**config.mk**
```make
export PLATFORM = sky130hd
export DESIGN_NAME = uart_cmd_parser
export DESIGN_NICKNAME = d
export VERILOG_FILES = /design/src/rtl/uart_cmd_parser_pkg.sv /design/src/rtl/uart_cmd_parser_gap_timer.sv /design/src/rtl/uart_cmd_parser.sv
export SDC_FILE = /design/constraint.sdc
export NUM_CORES = 1
export LEC_CHECK = 0
export ABC_AREA = 1
export CORE_ASPECT_RATIO = 0.5
export CORE_UTILIZATION = 40
export DETAILED_ROUTE_END_ITERATION = 10
export GPL_TIMING_DRIVEN = 0
export HOLD_SLACK_MARGIN = 0.1
export SKIP_CTS_REPAIR_TIMING = 1
export SLEW_MARGIN = 15
export SYNTH_ARGS = -nofsm -noshare
export SYNTH_HDL_FRONTEND = slang
export SYNTH_HIERARCHICAL = 1
export SYNTH_SLANG_ARGS = --single-unit
export TNS_END_PERCENT = 100
```
**constraint.sdc**
```tcl
create_clock -name clk -period 6.24 [get_ports clk]
set_input_delay 1.56 -clock clk [delete_from_list [all_inputs] [get_ports clk]]
set_output_delay 1.56 -clock clk [all_outputs]
set_load 0.01 [all_outputs]
```
**src/rtl/uart_cmd_parser_pkg.sv**
```systemverilog
// Shared constants and state encoding for the UART command frame parser.
package uart_cmd_parser_pkg;

    localparam logic [7:0] OPC_READ  = 8'h01;
    localparam logic [7:0] OPC_WRITE = 8'h02;

    localparam logic [1:0] ERR_OPCODE  = 2'd1;
    localparam logic [1:0] ERR_CHKSUM  = 2'd2;
    localparam logic [1:0] ERR_TIMEOUT = 2'd3;

    typedef enum logic [2:0] {
        IDLE   = 3'd0,
        OPCODE = 3'd1,
        ADDR   = 3'd2,
        DATA   = 3'd3,
        CHECK  = 3'd4,
        ISSUE  = 3'd5
    } parser_state_t;

endpackage

```
**src/rtl/uart_cmd_parser_gap_timer.sv**
```systemverilog
// Inter-byte gap counter: cleared by the parser, counts while enabled,
// flags expiry once it has sat at TIMEOUT_CYCLES-1.
module byte_gap_timer #(
    parameter int TIMEOUT_CYCLES = 100000
) (
    input  logic clk,
    input  logic rst,
    input  logic clear,
    input  logic enable,
    output logic expire
);

    localparam int CW = (TIMEOUT_CYCLES > 1) ? $clog2(TIMEOUT_CYCLES) : 1;
    localparam logic [CW-1:0] LAST = CW'(TIMEOUT_CYCLES - 1);

    logic [CW-1:0] cnt;

    assign expire = enable && (cnt == LAST);

    // Saturates at LAST so a parser that lingers cannot wrap the count.
    always_ff @(posedge clk or posedge rst) begin
        if (rst)
            cnt <= '0;
        else if (clear)
            cnt <= '0;
        else if (enable && cnt != LAST)
            cnt <= cnt + CW'(1);
    end

endmodule

```
**src/rtl/uart_cmd_parser.sv**
```systemverilog
// Pops bytes from a show-ahead RX FIFO, assembles SYNC/OPCODE/ADDR/DATA/CHK
// frames and issues one register-bus request per good frame.
module uart_cmd_parser
    import uart_cmd_parser_pkg::*;
#(
    parameter int          ADDR_W         = 16,
    parameter int          DATA_W         = 32,
    parameter logic [7:0]  SYNC_BYTE      = 8'hA5,
    parameter int          TIMEOUT_CYCLES = 100000
) (
    input  logic              clk,
    input  logic              rst,
    input  logic [7:0]        fifo_data,
    input  logic              fifo_valid,
    output logic              fifo_rd_en,
    output logic              req_valid,
    input  logic              req_ready,
    output logic              req_write,
    output logic [ADDR_W-1:0] req_addr,
    output logic [DATA_W-1:0] req_wdata,
    output logic              err_valid,
    output logic [1:0]        err_code,
    output logic              busy
);

    localparam int ADDR_BYTES = ADDR_W / 8;
    localparam int DATA_BYTES = DATA_W / 8;
    localparam int MAX_BYTES  = (ADDR_BYTES > DATA_BYTES) ? ADDR_BYTES : DATA_BYTES;
    localparam int CNT_W      = $clog2(MAX_BYTES + 1);
    localparam logic [CNT_W-1:0] ADDR_LAST = CNT_W'(ADDR_BYTES - 1);
    localparam logic [CNT_W-1:0] DATA_LAST = CNT_W'(DATA_BYTES - 1);

    parser_state_t    state, state_nxt;
    logic [CNT_W-1:0] byte_cnt;
    logic [7:0]       xor_acc;
    logic             pop, in_frame, expire, gap_clear;
    logic             err_set;
    logic [1:0]       err_nxt;

    assign in_frame   = (state == OPCODE) || (state == ADDR) || (state == DATA) || (state == CHECK);
    assign pop        = fifo_valid && (state != ISSUE);
    assign fifo_rd_en = pop;
    assign busy       = (state != IDLE);
    assign gap_clear  = pop || (state_nxt != state) || !in_frame;

    byte_gap_timer #(
        .TIMEOUT_CYCLES(TIMEOUT_CYCLES)
    ) u_gap_timer (
        .clk   (clk),
        .rst   (rst),
        .clear (gap_clear),
        .enable(in_frame),
        .expire(expire)
    );

    always_comb begin
        state_nxt = state;
        err_set   = 1'b0;
        err_nxt   = err_code;
        case (state)
            IDLE: begin
                if (pop && fifo_data == SYNC_BYTE)
                    state_nxt = OPCODE;
            end
            OPCODE: begin
                if (pop) begin
                    if (fifo_data == OPC_READ || fifo_data == OPC_WRITE) begin
                        state_nxt = ADDR;
                    end else begin
                        state_nxt = IDLE;
                        err_set   = 1'b1;
                        err_nxt   = ERR_OPCODE;
                    end
                end
            end
            ADDR: begin
                if (pop && byte_cnt == ADDR_LAST)
                    state_nxt = req_write ? DATA : CHECK;
            end
            DATA: begin
                if (pop && byte_cnt == DATA_LAST)
                    state_nxt = CHECK;
            end
            CHECK: begin
                if (pop) begin
                    if (fifo_data == xor_acc) begin
                        state_nxt = ISSUE;
                    end else begin
                        state_nxt = IDLE;
                        err_set   = 1'b1;
                        err_nxt   = ERR_CHKSUM;
                    end
                end
            end
            ISSUE: begin
                if (req_valid && req_ready)
                    state_nxt = IDLE;
            end
            default: state_nxt = IDLE;
        endcase
        // A byte arriving on the expiry cycle keeps the frame alive.
        if (in_frame && !pop && expire) begin
            state_nxt = IDLE;
            err_set   = 1'b1;
            err_nxt   = ERR_TIMEOUT;
        end
    end

    always_ff @(posedge clk or posedge rst) begin
        if (rst) begin
            state     <= IDLE;
            req_valid <= 1'b0;
            err_valid <= 1'b0;
            err_code  <= '0;
        end else begin
            state     <= state_nxt;
            req_valid <= (state_nxt == ISSUE);
            err_valid <= err_set;
            err_code  <= err_nxt;
        end
    end

    always_ff @(posedge clk or posedge rst) begin
        if (rst) begin
            byte_cnt  <= '0;
            xor_acc   <= '0;
            req_write <= 1'b0;
            req_addr  <= '0;
            req_wdata <= '0;
        end else begin
            if (state_nxt != state)
                byte_cnt <= '0;
            else if (pop && (state == ADDR || state == DATA))
                byte_cnt <= byte_cnt + CNT_W'(1);

            // Fresh frame: drop anything left from the previous one.
            if (state == IDLE && state_nxt == OPCODE) begin
                xor_acc   <= '0;
                req_wdata <= '0;
            end

            if (pop) begin
                case (state)
                    OPCODE: begin
                        req_write <= (fifo_data == OPC_WRITE);
                        xor_acc   <= fifo_data;
                    end
                    ADDR: begin
                        req_addr <= (req_addr << 8) | ADDR_W'(fifo_data);
                        xor_acc  <= xor_acc ^ fifo_data;
                    end
                    DATA: begin
                        req_wdata <= (req_wdata << 8) | DATA_W'(fifo_data);
                        xor_acc   <= xor_acc ^ fifo_data;
                    end
                    default: ;
                endcase
            end
        end
    end

endmodule

```
# After elaboration in Yosys (flattened, before gate mapping)
# Index checks and enable logic that the tools add are counted.
# totals
input_bits,12
word_cells,98
out_inout_bits,55
n_memories,0
latchBits,0
mem_bits_ro,0
ram_bits,0
reg_bits,84
# op_classes
magnitude_cmp,0
bitwise_logic,3
n_div,0
muxes,33
eq_ne,21
n_mul,0
reduce_logical,29
n_addsub,2
shift,0
# op_table
cell,n
$mux 32,3
$mux 17,2
$mux 3,11
$or 32x8->32,1
$pmux 3 s6,1
$add 17x1->17 const B,1
$eq 17x17->1 const B,1
$ne 17x17->1 const B,1
$mux 8,2
$or 16x8->16,1
$pmux 8 s2,1
$mux 2,6
$ne 3x2->1 const B,4
$logic_and 1x1->1,11
$eq 3x1->1 const B,3
$eq 3x2->1 const B,3
$eq 3x3->1 const B,3
$eq 8x1->1 const B,1
$eq 8x2->1 const B,1
$eq 8x8->1,1
$eq 8x8->1 const B,1
$xor 8x8->8,1
$logic_or 1x1->1,7
$reduce_bool 3->1,2
other kinds (12),19

# Depth between registers and ports, before layout
# logic_depth
word_depth,12
ltp_mapped,19
mapped_depth_nobuf,19

# Modules after synthesis
# Netlist, hierarchy kept.
# modules_own_cells
mod,seq_area_each_um2,cells_per_inst,instances,area_per_inst_um2
uart_cmd_parser,1676.6,378,1,3234.4
byte_gap_timer,425.4,175,1,1186.1

# Least setup slack after synthesis
# OpenSTA, ideal clock, no wires.
# synth_path
kind,in2out
startpoint,input fifo_valid
endpoint,output fifo_rd_en
arrival_time_ns,1.745
required_ns,4.680
stages,2
n_path_buf,0
setup_slack_ns,2.935
path_cell_list,nand2_2 -> inv_4
# synth_via
elab_chain_len,1
# synth_lines
item,line,rtl
start: declaration,uart_cmd_parser.sv:14,"input logic fifo_valid,"
$logic_and 1x1->1,uart_cmd_parser.sv:41,assign pop = fifo_valid && (state != ISSUE);
end: declaration,uart_cmd_parser.sv:15,"output logic fifo_rd_en,"
# No other way between the ends.

# Final worst setup path
# Same ends and word-level chain as after synthesis.

==> metrics.md <==
| Metric | Value |
|---|---|
| Detailed-route wire length per cell | 13.5 um |
| Fin nets | 647 |
| Unrepaired setup endpoints after global routing | no |
| Number of enable flip-flop cells after synthesis | 0 |
| Post-synth top area share | 47.6% |
| PwrDens | 202 nW/um^2 |
| Setup_tns | 0 ns |
| Count leader, synth | nand2_1 |
| Clock Latency Late Sink | 0.34 ns |
| H-Tree Depth | 3 |
| Logic pwr share | 5.5% |
| Synthesized instance count | 553 |
| Proportion of synthesized area in mux cells | 2.04% |
| Tot Pwr | 1130 uW |
| FF-to-FF End | u_gap_timer/cnt[2] |
| Ant. Diodes | 0 |
| R2R Setup Slk | 3.34 ns |
| Part of the cycle the worst path needs | 73.4% |
| Buffers on Ports | 66 |
| YS warnings | 6 |
| Hold Vio Cnt, Final | 0 |
| Initial antenna violation count | 0 |
| Post-synthesis cell area | 4420 um^2 |
| Peak supply drop | 125 uV |
| GRT Overall Usage | 20.0% |
| Sequential share of the synthesized area | 47.6% |
| Final wirelength | 10.5 mm |
| Clk pwr share | 45.1% |
| Post-DP Area | 5290 um^2 |
| Sw Share | 24.3% |
| Synth Flop Type | dfrtp_1 |
| Distinct cell type count after synthesis | 35 |
| Post-Synth Simple-Gate Area | 34.2% |
| Rel. slew slack | 55.9% |
| Layout cells sized above 1 | 11.3% |
| Worst slew pin tran | 0.661 ns |
| Crit-path max FO | 10 |
| Syn avg cell area | 7.99 um^2 |
| RD Place Congestion | 0.878 |
| Post-Synth Adder-Cell Area | 1.13% |
| Site Rows | 26 |
| Startpoint class of the critical path | primary input |
| Share of power burned in registers | 49.5% |
| Clock slew at reported path FFs | 0.07 ns |
| Outcome | completed |
| GRT overflow | 0 |
| Core box area | 10500 um^2 |
| Most instantiated cells after synthesis | nand2_1 (167), dfrtp_1 (84), nand3_1 (78) |
| Synth area leader | dfrtp_1 |
| HPWL after DPL | 7.73 mm |
| Num CTS Buffers | 9 |
| Via density | 4.95 |
| Cell area after layout | 5570 um^2 |
| Async SR Flop Fraction | 100% |
| Data required, critical path | 4.68 ns |
| Hold Path Origin | req_wdata[30] |
| DR vias | 3839 |
| Largest cells by area after synthesis | dfrtp_1 (48%), nand2_1 (14%), nand3_1 (8.8%), nor2_1 (4.1%), inv_1 (4.0%) |
| Root Buffer | clkbuf_16 |
| Worst R2R Start | state[0] |
| Drt pass-1 iters | 4 |
| Main combinational cell family by area after synthesis | simple AND/OR/NAND/NOR gates |
| Vias in the first global route | 3684 |
| Die area | 11500 um^2 |
| Iteration-0 DRC Markers | 205 |
| Hold Path Class | reg2reg |
| Complex-gate fraction of the synthesized area | 7.02% |
| CTS tree | done |
| Hold Path Sink | req_wdata[30] |
| FF+latch count, synth | 84 |
| Clock buffer depth | 2 |
| Leakage | 0.00268 uW |
| Switching pwr | 274 uW |
| Maximum capacitance violations | 0 |
| Fin. max-slew vios | 0 |
| FF-to-FF path depth | 17 |
| Width of the chip | 151 um |
| Hold path cells | 2 |
| Internal power | 853 uW |
| Area Overhead vs Synth | 26.0% |
| Sinks on Clock Net | 84 |
| Routed Antenna Nets | 0 |
| Worst path arrival time | 3.02 ns |
| Die height | 76.3 um |
| Nature of the critical path endpoint | output port |
| Post-layout minimum cycle time | 4.58 ns |
| Effective utilization at floorplan | 42.2% |
| DRC | 0 |
| Num ports | 67 |
| Fmax | 0.218 GHz |
| Fillers | 993 |
| Worst Clk Skew | 0.00783 ns |
| Critical path type | in2out |
| Xor-xnor portion of the synthesized cell area | 0.991% |
| Syn Nets | 569 |
| Final setup fails | 0 |
| Pin count of the biggest net entering global routing | 46 |
| First-pass GRT wire length | 18.2 mm |
## flip-flops by register name, indices dropped and copies added (netlist names)
register and flops:
byte_cnt 3, err_code 2, err_valid 1, req_addr 16, req_valid 1, req_wdata 32, req_write 1, state 3
u_gap_timer/cnt 17, xor_acc 8
## stage by stage
step | cells | utilization (%) | hold slack, ns | worst slack (ns)
5_1_grt | 776 | 53.2 | 0.529 | 1.60
6_report | 776 | 53.2 | 0.498 | 1.66
2_1_floorplan | 553 | - | 0.512 | 2.94
4_1_cts | 776 | 53.2 | 0.504 | 1.67
3_5_place_dp | 760 | 50.5 | 0.488 | 1.67
3_3_place_gp | 759 | 50.2 | 0.483 | 1.66
## worst max-delay path, cell delays in order
cell and delay, ns:
clkdlybuf4s50_1 0.61, nand2_2 0.15, inv_4 0.15, clkdlybuf4s50_1 0.55
## power by group through the flow
stage | sequential (uW) | combinational, uW | clock (uW)
3_3_place_gp | 568 | 59.9 | 0
2_1_floorplan | 569 | 30.3 | 0
6_report | 557 | 61.6 | 508
3_5_place_dp | 568 | 62.9 | 0
4_1_cts | 558 | 63.1 | 522
5_1_grt | 558 | 69.8 | 548
## how the worst max path moves through the flow
stage | from | end | slack [ns]
finish | fifo_valid | fifo_rd_en | 1.66
global route | fifo_valid | fifo_rd_en | 1.60
CTS | fifo_valid | fifo_rd_en | 1.67
detailed placement | fifo_valid | fifo_rd_en | 1.67
global placement | fifo_valid | fifo_rd_en | 1.66
floorplan | fifo_valid | fifo_rd_en | 2.94
## logic make-up (layout without fill, tap and decap cells)
| kind of cell | after synthesis | in the layout |
|---|---|---|
| and+or+nand+nor | 329 | 329 |
| AOI/OAI and AO/OA | 50 | 50 |
| DFF | 84 | 84 |
| xor gates and xnor gates | 5 | 5 |
| adders and majority gates | 4 | 4 |
| buffers and inverters | 73 | 156 |
| muxes | 8 | 8 |
## routing by layer
layer	share of wire, %	global-route usage [%]	up-vias
li1	-	-	1957
met1	50	27.4	1801
met2	46	32.4	75
met3	4.0	4.49	6
met4	0.48	4.50	0
met5	0	0	-
## final cells by class
cell class | count | area [um^2] | share of cell area [%]
clock inverter | 7 | 57.6 | 1.03
inverter | 56 | 215 | 3.86
buffer | 17 | 97.6 | 1.75
multi-input combinational | 396 | 2010 | 36.1
timing repair buffer | 67 | 688 | 12.4
sequential | 84 | 2100 | 37.7
clock buffer | 9 | 225 | 4.04
tap | 140 | 175 | 3.15
## cell usage in the layout, fill, tap and decap left out, drive strengths merged
cell type	synthesis	final
nand2	176	176
dfrtp	84	84
nand3	83	83
clkdlybuf4s50	0	66
nor2	59	59
inv	55	58
o21ai	26	26
clkbuf	8	17
buf	9	10
mux2	8	8
o22ai	8	8
a32o	8	8
nor3	5	5
a21oi	4	4
ha	4	4
nand4	3	3
xor2	3	3
clkinv	1	3
nand3b	2	2
o21bai	2	2
o211ai	2	2
xnor2	2	2
clkinvlp	0	2
or2	1	1
No activity file was read; power rests on OpenSTA's default activity.
==> edit 1: new RTL, same settings <==
Remove the register `err_valid`: a continuous assignment takes its place, so the output `err_valid` follows one clock earlier.
--- a/src/rtl/uart_cmd_parser.sv
+++ b/src/rtl/uart_cmd_parser.sv
@@ -110,15 +110,15 @@
         if (rst) begin
             state     <= IDLE;
             req_valid <= 1'b0;
-            err_valid <= 1'b0;
             err_code  <= '0;
         end else begin
             state     <= state_nxt;
             req_valid <= (state_nxt == ISSUE);
-            err_valid <= err_set;
             err_code  <= err_nxt;
         end
     end
+
+    assign err_valid = err_set;
 
     always_ff @(posedge clk or posedge rst) begin
         if (rst) begin
Behaviour: not the same (a bounded check fails within 4 cycles, from zero or initial values and one cycle with rst high).
==> edit 1 against the unedited design <==
- wire length is 2.5% lower
- synthesized cell count is 0.18% lower
- total power is 7.2% higher
- final cell count is 0.13% lower
- worst setup slack worse by 0.67 ns
- synthesized area is 0.57% lower
- sequential cell count is 1 lower
- final area is 0.40% higher
- critical endpoint is now err_valid
==> edit 1: results (changes against the unedited design) <==
Timing
  – Setup Skew: 0.008878 ns (+0.001052 ns)
  – Least-Margin Pin Slew: 0.6893 ns (+0.02837 ns)
  – Hold slack final: 0.4971 ns (-0.0005680 ns)

GRT
  – GRT Overall Usage: 0.2008 (+0.0004181)
  – Grt met3 use: 0.05389 (+0.008982)
  – GRT met2 Usage: 0.3338 (+0.01029)
  – GR Util met1: 0.2533 (-0.02112)
  – Number of global-route vias before repair: 3776 (+2.5%)
  – First-pass GRT wire length: 18040 um (-0.84%)

Pwr
  – Leakage Power: 2.688 nW (+0.40%)
  – VDD IR max: 121.6 uV (-3.0%)

Cells and area
  – Layout cell share with drive strength beyond 1: 0.1134 (+0.0001783)
  – Fill cell count: 1008 (+1.5%)

Route
  – Drt wl/cell: 13.20 um (-2.4%)
  – DR iter-0 viols: 152 (-26%)
  – Via/cell ratio: 4.924 (-0.47%)

Placed design
  – Post-DP HPWL: 7590 um (-1.9%)
  – Placer Congestion: 0.8664 (-1.4%)
  – Dpl cell area: 5261 um^2 (-0.47%)

Status
  – Outcome: complete, no violations

Synthesis
  – Register area share after synthesis: 0.4725 (-0.002986)
  – Fraction of the mapped netlist area in compound gates: 0.07059 (+0.0003996)
  – Top post-synthesis cells by area: dfrtp_1 47%, nand2_1 14%, nand3_1 8.9%
  – Post-Syn Nets: 568 (-0.18%)
  – Top cells by count, synth: 167 x nand2_1, 83 x dfrtp_1, 78 x nand3_1

Setup path
  – R2R Setup Slk: 3.33 ns (about the same)
  – Crit path DAT: 3.69 ns (+0.67 ns)

Clock network
  – Num CTS Buffers: 9 (unchanged)
[edit 1: final timing paths]
path	startpoint	to	cells past startpoint
worst max-delay path	fifo_data[6]	err_valid	12
worst min-delay path	req_wdata[30]	req_wdata[30]	2
worst max register to register	state[0]	u_gap_timer/cnt[7]	17
worst min register to register	req_wdata[30]	req_wdata[30]	2
max in group asynchronous	rst	u_gap_timer/cnt[7]	2
min in group asynchronous	rst	state[0]	2
[edit 1: kinds of logic after synthesis]
group / count (synthesis)
fa+ha+maj: 4
mux: 8
compound gates: 50
xor+xnor: 5
flops: 83
simple gates: 329
buf+inv: 73
[edit 1: layer usage]
layer  up-vias  share of wire
met5         -              0
met4         0          0.014
met3        10          0.042
met2        64           0.46
met1      1789           0.49
li1       1953              -
[edit 1: report_power, final]
part / total [mW] / internal [mW] / switching, mW / leakage [nW]
registers: 0.551 / 0.545 / 0.00604 / 1.14
logic: 0.0610 / 0.0257 / 0.0353 / 1.38
clock network: 0.595 / 0.358 / 0.237 / 0.159
total: 1.21 / 0.929 / 0.279 / 2.69
[edit 1: through the flow]
| step | utilization | worst slack, ns | cells | total power, mW |
|---|---|---|---|---|
| floorplan | - | 2.197 | 552 | 0.5922 |
| global route | 0.5355 | 0.8095 | 775 | 1.254 |
| detailed placement | 0.5038 | 1.003 | 759 | 0.6240 |
| global placement | 0.5010 | 1.016 | 758 | 0.6209 |
| CTS | 0.5355 | 0.9992 | 775 | 1.227 |
| finish | 0.5355 | 0.9914 | 775 | 1.207 |
[edit 1: layout make-up]
class	count	area, um^2	share of cell area
timing repair buffer	67	688.2	0.1231
buffer	17	97.59	0.01745
multi-input combinational	396	2008	0.3591
tap	140	175.2	0.03133
clock inverter	7	105.1	0.01880
inverter	56	215.2	0.03849
sequential	83	2077	0.3714
clock buffer	9	225.2	0.04028
==> edit 2: new RTL, config.mk and constraints unchanged <==
Without the edit above. The parameter `ADDR_W` goes from 16 to 15.
--- a/src/rtl/uart_cmd_parser.sv
+++ b/src/rtl/uart_cmd_parser.sv
@@ -3,7 +3,7 @@
 module uart_cmd_parser
     import uart_cmd_parser_pkg::*;
 #(
-    parameter int          ADDR_W         = 16,
+    parameter int          ADDR_W         = 15,
     parameter int          DATA_W         = 32,
     parameter logic [7:0]  SYNC_BYTE      = 8'hA5,
     parameter int          TIMEOUT_CYCLES = 100000
Interface: changed (resized req_addr); port bits go from 67 to 66. No check against the original RTL was run, so the function may have changed too.
==> edit 2 against the unedited design <==
- count of clock-buffer cells in the layout up 1
- synthesized area down 0.51%
- die area down 0.50%
- non-clock buffer count up 3
- critical path depth unchanged
- sequential cell count down 1
- first-iteration DRC count down 13%
- worst setup slack worse by 0.0095 ns
- final area about the same
- total power up 2.0%
- sequential power down 2%
- wire length up 0.63%
- highest routed layer unchanged
==> edit 2: results (changes against the unedited design) <==
Status
  – Outcome: complete, no violations

Cells and area
  – Non-clk bufs: 87 (+3.6%)
  – Comb_multi_in: 395 (-0.25%)
  – Non-clk invs: 55 (-1.8%)
  – Clock buf/inv share: 0.05577 (+0.004993)
  – Layout cell share with drive strength beyond 1: 0.1053 (-0.007862)
  – CLK BUF: 10 (+1)
  – Fill cell count: 1021 (+2.8%)
  – Non-clock buffer share: 0.1412 (about the same)

Placed design
  – I/O Buffers: 65 (-1.5%)
  – Placer Congestion: 0.8736 (-0.55%)

Timing
  – Post-route setup slack: 1.651 ns (-0.009550 ns)
  – Setup Skew: 0.01051 ns (+0.002680 ns)
  – Hold slack final: 0.4982 ns (+0.0005780 ns)

GRT
  – Grt met3 use: 0.05269 (+0.007784)
  – GRT met2 Usage: 0.3078 (-0.01567)
  – First-pass GRT wire length: 17970 um (-1.2%)
  – Number of global-route vias before repair: 3661 (-0.62%)
  – Largest net degree at the start of global routing: 56 (+22%)

Setup path
  – Reg-to-Reg End: u_gap_timer/cnt[10]

Route
  – DR WL met2: 4800 um (-0.23%)
  – Routed wire length: 10560 um (+0.63%)

Pwr
  – Sw Pwr: 262.2 uW (-4.4%)
  – Logic pwr share: 0.044 (-0.011)

Synthesis
  – Top cells by count, synth: 144 x nand2_1, 98 x nand3_1, 83 x dfrtp_1

Floorplan
  – Core area: 10440 um^2 (-0.31%)
## edit 2: cell types whose count changed after synthesis, sizes merged
cell	before	now
buf	9	13
nand3	83	104
nand2	176	152
xor2	3	4
o21ai	26	27
mux2i	0	1
nor2	59	60
inv	55	54
nor3	5	6
dfrtp	84	83
xnor2	2	1
a21oi	4	3
mux2	8	7
## edit 2: critical path: stages
cell and delay [ns]:
clkdlybuf4s50_1 0.61, nand2_2 0.16, inv_4 0.15, clkdlybuf4s50_1 0.55
## edit 2: kinds of logic after synthesis
kind of cell	after synthesis	share of synthesized area
xor+xnor	5	0.009957
compound gates	50	0.07055
simple gates	328	0.3437
buf+inv	76	0.07198
flops	83	0.4723
fa+ha+maj	4	0.01138
mux	8	0.02020
